### config.mk
export PLATFORM = sky130hd
export DESIGN_NAME = mem_byte_ctrl_flat
export DESIGN_NICKNAME = d
export VERILOG_FILES = /design/src/rtl/mem_byte_ctrl_if.sv /design/src/rtl/mem_byte_ctrl.sv /design/src/flat_wrapper.sv
export SDC_FILE = /design/constraint.sdc
export NUM_CORES = 1
export LEC_CHECK = 0
export CAP_MARGIN = 20
export CELL_PAD_IN_SITES_DETAIL_PLACEMENT = 0
export CELL_PAD_IN_SITES_GLOBAL_PLACEMENT = 1
export CORE_MARGIN = 10
export CORE_UTILIZATION = 31
export CTS_CLUSTER_DIAMETER = 100
export CTS_CLUSTER_SIZE = 20
export DETAILED_ROUTE_END_ITERATION = 10
export PLACE_DENSITY = 0.81
export SYNTH_ARGS = -nofsm -noshare
export SYNTH_HDL_FRONTEND = slang
export SYNTH_SLANG_ARGS = --single-unit
### constraint.sdc
create_clock -name clk_in -period 2.65 [get_ports clk_in]
set_input_delay 0.265 -clock clk_in [delete_from_list [all_inputs] [get_ports clk_in]]
set_output_delay 0.265 -clock clk_in [all_outputs]
set_load 0.005 [all_outputs]
### src/rtl/mem_byte_ctrl_if.sv
// Request/response handshake between a requester and the byte-serial memory controller.
interface mem_byte_ctrl_if;
   logic        req_valid;
   logic        req_ready;
   logic        req_we;
   logic [1:0]  req_size;
   logic [31:0] req_addr;
   logic [31:0] req_wdata;
   logic        resp_valid;
   logic [31:0] resp_rdata;

   modport master (
      output req_valid, req_we, req_size, req_addr, req_wdata,
      input  req_ready, resp_valid, resp_rdata
   );

   modport slave (
      input  req_valid, req_we, req_size, req_addr, req_wdata,
      output req_ready, resp_valid, resp_rdata
   );
endinterface

### src/rtl/mem_byte_ctrl.sv
// Splits byte/half/word requests into byte-wide memory accesses, with IO write
// throttling, global freeze (rdy_in) and read abort (flush_pipline).
module mem_byte_ctrl (
   input  logic                  clk_in,
   input  logic                  rst_in,
   input  logic                  rdy_in,
   input  logic                  flush_pipline,
   mem_byte_ctrl_if.slave        bus,
   input  logic [7:0]            mem_din,
   output logic [7:0]            mem_dout,
   output logic [31:0]           mem_a,
   output logic                  mem_wr,
   input  logic                  io_buffer_full,
   output logic                  busy
);

   typedef enum logic [1:0] {IDLE, READ, WRITE, RESP} state_t;

   state_t      state, state_nx;
   logic [31:0] addr_q, wdata_q, rdata_q;
   logic [2:0]  len_q, idx_q;
   logic        cap_vld_q;
   logic [1:0]  cap_idx_q;
   logic        io_last_q;

   logic [31:0] byte_addr;
   logic        is_io;
   logic        issue_rd, issue_wr;
   logic        start;
   logic [2:0]  req_len;

   assign byte_addr     = addr_q + {29'd0, idx_q};
   assign is_io         = (byte_addr[17:16] == 2'b11);
   assign bus.req_ready = (state == IDLE) && rdy_in && !flush_pipline && !rst_in;
   assign busy          = (state != IDLE);
   assign start         = bus.req_valid && bus.req_ready;

   always_comb begin
      case (bus.req_size)
         2'd0:    req_len = 3'd1;
         2'd1:    req_len = 3'd2;
         default: req_len = 3'd4;
      endcase
   end

   always_ff @(posedge clk_in) begin
      if (rst_in) state <= IDLE;
      else        state <= state_nx;
   end

   // Nothing is issued or acknowledged while frozen or in reset; the state holds.
   always_comb begin
      state_nx        = state;
      issue_rd        = 1'b0;
      issue_wr        = 1'b0;
      bus.resp_valid  = 1'b0;
      bus.resp_rdata  = 32'd0;
      mem_a           = 32'd0;
      mem_dout        = 8'd0;
      mem_wr          = 1'b0;
      if (rdy_in && !rst_in) begin
         case (state)
            IDLE: begin
               if (bus.req_valid && !flush_pipline)
                  state_nx = bus.req_we ? WRITE : READ;
            end
            READ: begin
               if (flush_pipline)       state_nx = IDLE;
               else if (idx_q == len_q) state_nx = RESP;
               else                     issue_rd = 1'b1;
            end
            WRITE: begin
               // An IO byte waits for buffer space and never follows another IO byte directly.
               if (!(is_io && (io_buffer_full || io_last_q))) begin
                  issue_wr = 1'b1;
                  if (idx_q == len_q - 3'd1) state_nx = RESP;
               end
            end
            RESP: begin
               bus.resp_valid = 1'b1;
               bus.resp_rdata = rdata_q;
               state_nx       = IDLE;
            end
            default: state_nx = IDLE;
         endcase
      end
      if (issue_rd || issue_wr) mem_a = byte_addr;
      if (issue_wr) begin
         mem_wr   = 1'b1;
         mem_dout = wdata_q[{idx_q[1:0], 3'b000} +: 8];
      end
   end

   always_ff @(posedge clk_in) begin
      if (rst_in) begin
         addr_q    <= 32'd0;
         wdata_q   <= 32'd0;
         rdata_q   <= 32'd0;
         len_q     <= 3'd0;
         idx_q     <= 3'd0;
         cap_vld_q <= 1'b0;
         cap_idx_q <= 2'd0;
         io_last_q <= 1'b0;
      end else begin
         io_last_q <= issue_wr && is_io;
         cap_vld_q <= issue_rd;
         cap_idx_q <= idx_q[1:0];
         // Memory answers one cycle late, so capture runs even in the first frozen cycle.
         if (cap_vld_q && state == READ)
            rdata_q[{cap_idx_q, 3'b000} +: 8] <= mem_din;
         if (issue_rd || issue_wr)
            idx_q <= idx_q + 3'd1;
         if (start) begin
            addr_q  <= bus.req_addr;
            wdata_q <= bus.req_wdata;
            len_q   <= req_len;
            idx_q   <= 3'd0;
            rdata_q <= 32'd0;
         end
      end
   end

endmodule

### src/flat_wrapper.sv
// flat-port wrapper written by rule: the top's interface ports become plain ports
module mem_byte_ctrl_flat 
  (clk_in, rst_in, rdy_in, flush_pipline, mem_din, mem_dout, mem_a, mem_wr, io_buffer_full, busy, bus_req_valid, bus_req_we, bus_req_size, bus_req_addr, bus_req_wdata, bus_req_ready, bus_resp_valid, bus_resp_rdata);
  mem_byte_ctrl_if bus_i ();
  input  logic clk_in;
  input  logic rst_in;
  input  logic rdy_in;
  input  logic flush_pipline;
  input  logic [7:0] mem_din;
  output logic [7:0] mem_dout;
  output logic [31:0] mem_a;
  output logic mem_wr;
  input  logic io_buffer_full;
  output logic busy;
  input wire logic [$bits(bus_i.req_valid)-1:0] bus_req_valid;
  input wire logic [$bits(bus_i.req_we)-1:0] bus_req_we;
  input wire logic [$bits(bus_i.req_size)-1:0] bus_req_size;
  input wire logic [$bits(bus_i.req_addr)-1:0] bus_req_addr;
  input wire logic [$bits(bus_i.req_wdata)-1:0] bus_req_wdata;
  output wire logic [$bits(bus_i.req_ready)-1:0] bus_req_ready;
  output wire logic [$bits(bus_i.resp_valid)-1:0] bus_resp_valid;
  output wire logic [$bits(bus_i.resp_rdata)-1:0] bus_resp_rdata;
  assign bus_i.req_valid = bus_req_valid;
  assign bus_i.req_we = bus_req_we;
  assign bus_i.req_size = bus_req_size;
  assign bus_i.req_addr = bus_req_addr;
  assign bus_i.req_wdata = bus_req_wdata;
  assign bus_req_ready = bus_i.req_ready;
  assign bus_resp_valid = bus_i.resp_valid;
  assign bus_resp_rdata = bus_i.resp_rdata;
  mem_byte_ctrl u_core (.clk_in(clk_in), .rst_in(rst_in), .rdy_in(rdy_in), .flush_pipline(flush_pipline), .bus(bus_i), .mem_din(mem_din), .mem_dout(mem_dout), .mem_a(mem_a), .mem_wr(mem_wr), .io_buffer_full(io_buffer_full), .busy(busy));
endmodule
==> metrics <==
Critical Path Most Common Cell=buf_6; Async S/R FF share, synth=0; drt via density=4.71; clock latency on the worst-skew pair=0.36 ns; R2R setup slack=-0.04 ns; R2R depth=10; final setup margin=-0.372 ns; GRT Total Usage=0.141; routability congestion estimate=0.802; Hold Path Class=in2reg; drt drc=0; post-DP HPWL=12300 um; synth cell count leaders=nand2_1, dfxtp_1, a21oi_1; root buf cell=clkbuf_16; actual slew at the worst max-slew pin=0.803 ns; Fin. Hold Viols=0; starting density of the core=0.315; leakage=3.00 nW; vias in the first global route=a little over 5000; type of the worst setup path=reg2out; largest net degree at the start of global routing=73; initial antenna violation count=0; Final setup viols=42; DRT antenna net count=0; GRT overflow=0; Synthesized Nets=793; global-route wire length before repair=between 20000 and 30000 um; synthesized flop and latch total=108; synthesized instance count=701; RSZ-0062 raised after global routing=true; Synth Flop Type=dfxtp_1; Clock Skews=0.0121 ns; Critical Path, Cell by Cell=ha_4 > fa_2 > a211o_1 > a21o_1 > a211o_4 > a31oi_4 > buf_6 > buf_6 > buf_16 > nor2_1 > buf_2; drt first pass iters=4; Worst path slowest cell=a211o_4; Peak supply drop=about 330 uV; reg2reg start=u_core.idx_q[0]$_SDFFE_PP0P_; worst path arrival time=roughly 2.8 ns; design area=7930 um2; Tcrit/Tclk final=1.14; DR WL/cell=15.3 um; FMAX=between 300 and 400 MHz; Hold WS=0.446 ns; clock tree buffer depth=2; I/O Pins=157; Crit. End Element=output port; Setup TNS=-12.88 ns; CP startpoint kind=flip-flop; final wirelength=17000 um; fin crit period=around 3.0 ns; Cell variety after synth=46; maxcap violations=0; CTS tree=built; layout cell share with drive strength beyond 1=0.187; Ant. Diodes=0; Post-synth EDFFs=0; clk slew on worst S/H paths=0.08 ns; clock sink total=roughly 110; cell area after synthesis=5430 um2; sequential share of the synthesized area=0.398; failing checks=negative setup slack; area grow syn2layout=46.0%; Post-Syn Area per Cell=7.74 um2; slew margin rel.=0.465; CTS H-tree lvls=3; crit-path max FO=6; Net count, final=978; final cell count without fillers=1116; CTS Buf Count=9; hold_sp=bus_req_wdata[21]; Critical Path Start=u_core.idx_q[0]$_SDFFE_PP0P_; Synth area leader=dfxtp_1; full die area=23200 um2; power per cell area=420 nW/um2; synth warn=0; FP Rows=48; total power=between 0.003 and 0.004 W; DR iter-0 viols=~220; CP endpoint=mem_a[24]; Core Area=17200 um2; cell with the most instances after synthesis=nand2_1; Die W=roughly 150 um; PortBufs=156; fin. max-slew vios=0; FF-to-FF End=u_core.idx_q[0]$_SDFFE_PP0P_; Crit path required time=2.38 ns; Area contributors post-synth=dfxtp_1, nand2_1, a21oi_1; placed cells=around 1100; post-place instance area=between 7000 and 8000 um2; CP max stage delay=~0.36 ns; detailed-route via count=5257; status=complete, but fails checks; Yosys top cell area share=0.398; die span in y=152 um
report_power, final:
group,internal [W],total (W),switching (W)
Clock,0.000737,0.00136,0.000622
Sequential,0.00165,0.00166,0.0000183
Combinational,0.000172,0.000303,0.000131
Total,0.00255,0.00333,0.000772
sequential cells by signal, indices dropped and copies added (netlist names):
name / flops
u_core.idx_q: 3
u_core.len_q: 3
u_core.cap_vld_q: 1
u_core.wdata_q: 32
u_core.io_last_q: 1
u_core.rdata_q: 32
u_core.addr_q: 32
u_core.cap_idx_q: 2
u_core.state: 2
layout make-up:
type | count | area, um2
clock buffer | 9 | 225
clock inverter | 7 | 72.6
fill | 1765 | 9310
inverter | 9 | 33.8
multi-input combinational | 543 | 3210
sequential | 108 | 2160
tap | 225 | 282
timing repair buffer | 215 | 1940
per-layer routing:
metal | wire length, um | up-vias | GRT usage
met4 | 188 | 0 | 0.0293
li1 | - | 2720 | -
met2 | 7880 | 121 | 0.224
met5 | 0 | - | 0
met1 | 7590 | 2406 | 0.171
met3 | 1380 | 10 | 0.0649
kinds of logic (layout without fill, tap and decap cells):
group | count (synthesis) | after routing | share of synthesized area
xor gates and xnor gates | 31 | 31 | 0.0500
DFF | 108 | 108 | 0.398
muxes | 10 | 10 | 0.0371
buffers and inverters | 50 | 240 | 0.0371
and+or+nand+nor | 363 | 363 | 0.320
AOI/OAI and AO/OA | 128 | 128 | 0.131
adders and majority gates | 11 | 11 | 0.0267
cells in the final DEF (no fill, tap or decap), types with 3 or more instances in the layout:
master / count
nand2_1: 183
clkdlybuf4s50_1: 114
dfxtp_1: 106
a21oi_1: 103
buf_4: 46
nand3_1: 44
buf_2: 37
and2_1: 33
xor2_1: 25
nor2_1: 20
nor2b_1: 15
nor2_2: 15
and3_1: 12
inv_1: 9
ha_1: 9
clkbuf_16: 9
mux4_2: 8
buf_12: 7
nand4_1: 6
o21ai_0: 6
xnor2_1: 6
buf_6: 6
a21o_1: 5
or3_1: 5
and4_1: 4
nor2_4: 4
nor3_1: 3
a21oi_2: 3
nor3b_1: 3
critical path: cells and delay by family (launching register included):
family / cells / cell delay, ns
adders and majority gates: 2 / 0.50
and+or+nand+nor: 1 / 0.04
buffers and inverters: 4 / 0.49
DFF: 1 / 0.34
AOI/OAI and AO/OA: 4 / 1.06
worst min-delay path by stage:
stage,to,slack [ns],cells after the start
after floorplan,u_core.state[1]$_SDFFE_PP0P_,0.38,1
after global placement,u_core.rdata_q[13]$_SDFFE_PP0P_,0.43,2
after detailed placement,u_core.rdata_q[8]$_SDFFE_PP0P_,0.44,2
after CTS,u_core.wdata_q[21]$_SDFFE_PP0P_,0.44,3
after global routing,u_core.wdata_q[21]$_SDFFE_PP0P_,0.43,3
final,u_core.wdata_q[21]$_SDFFE_PP0P_,0.45,3
what timing repair did:
item	in CTS	in global routing
setup endpoints to repair	44	44
pin swaps	22	8
hold buffers	0	0
gates cloned	3	0
setup buffers	13	4
resized for setup	187	22
metrics by stage:
step,setup slack [ns],util
after global routing,-0.464,0.460
after global placement,-0.291,0.434
final,-0.372,0.460
after CTS,-0.407,0.459
after detailed placement,-0.336,0.434
after floorplan,0.0601,-
Note: power is estimated with default switching activity, not from simulation.
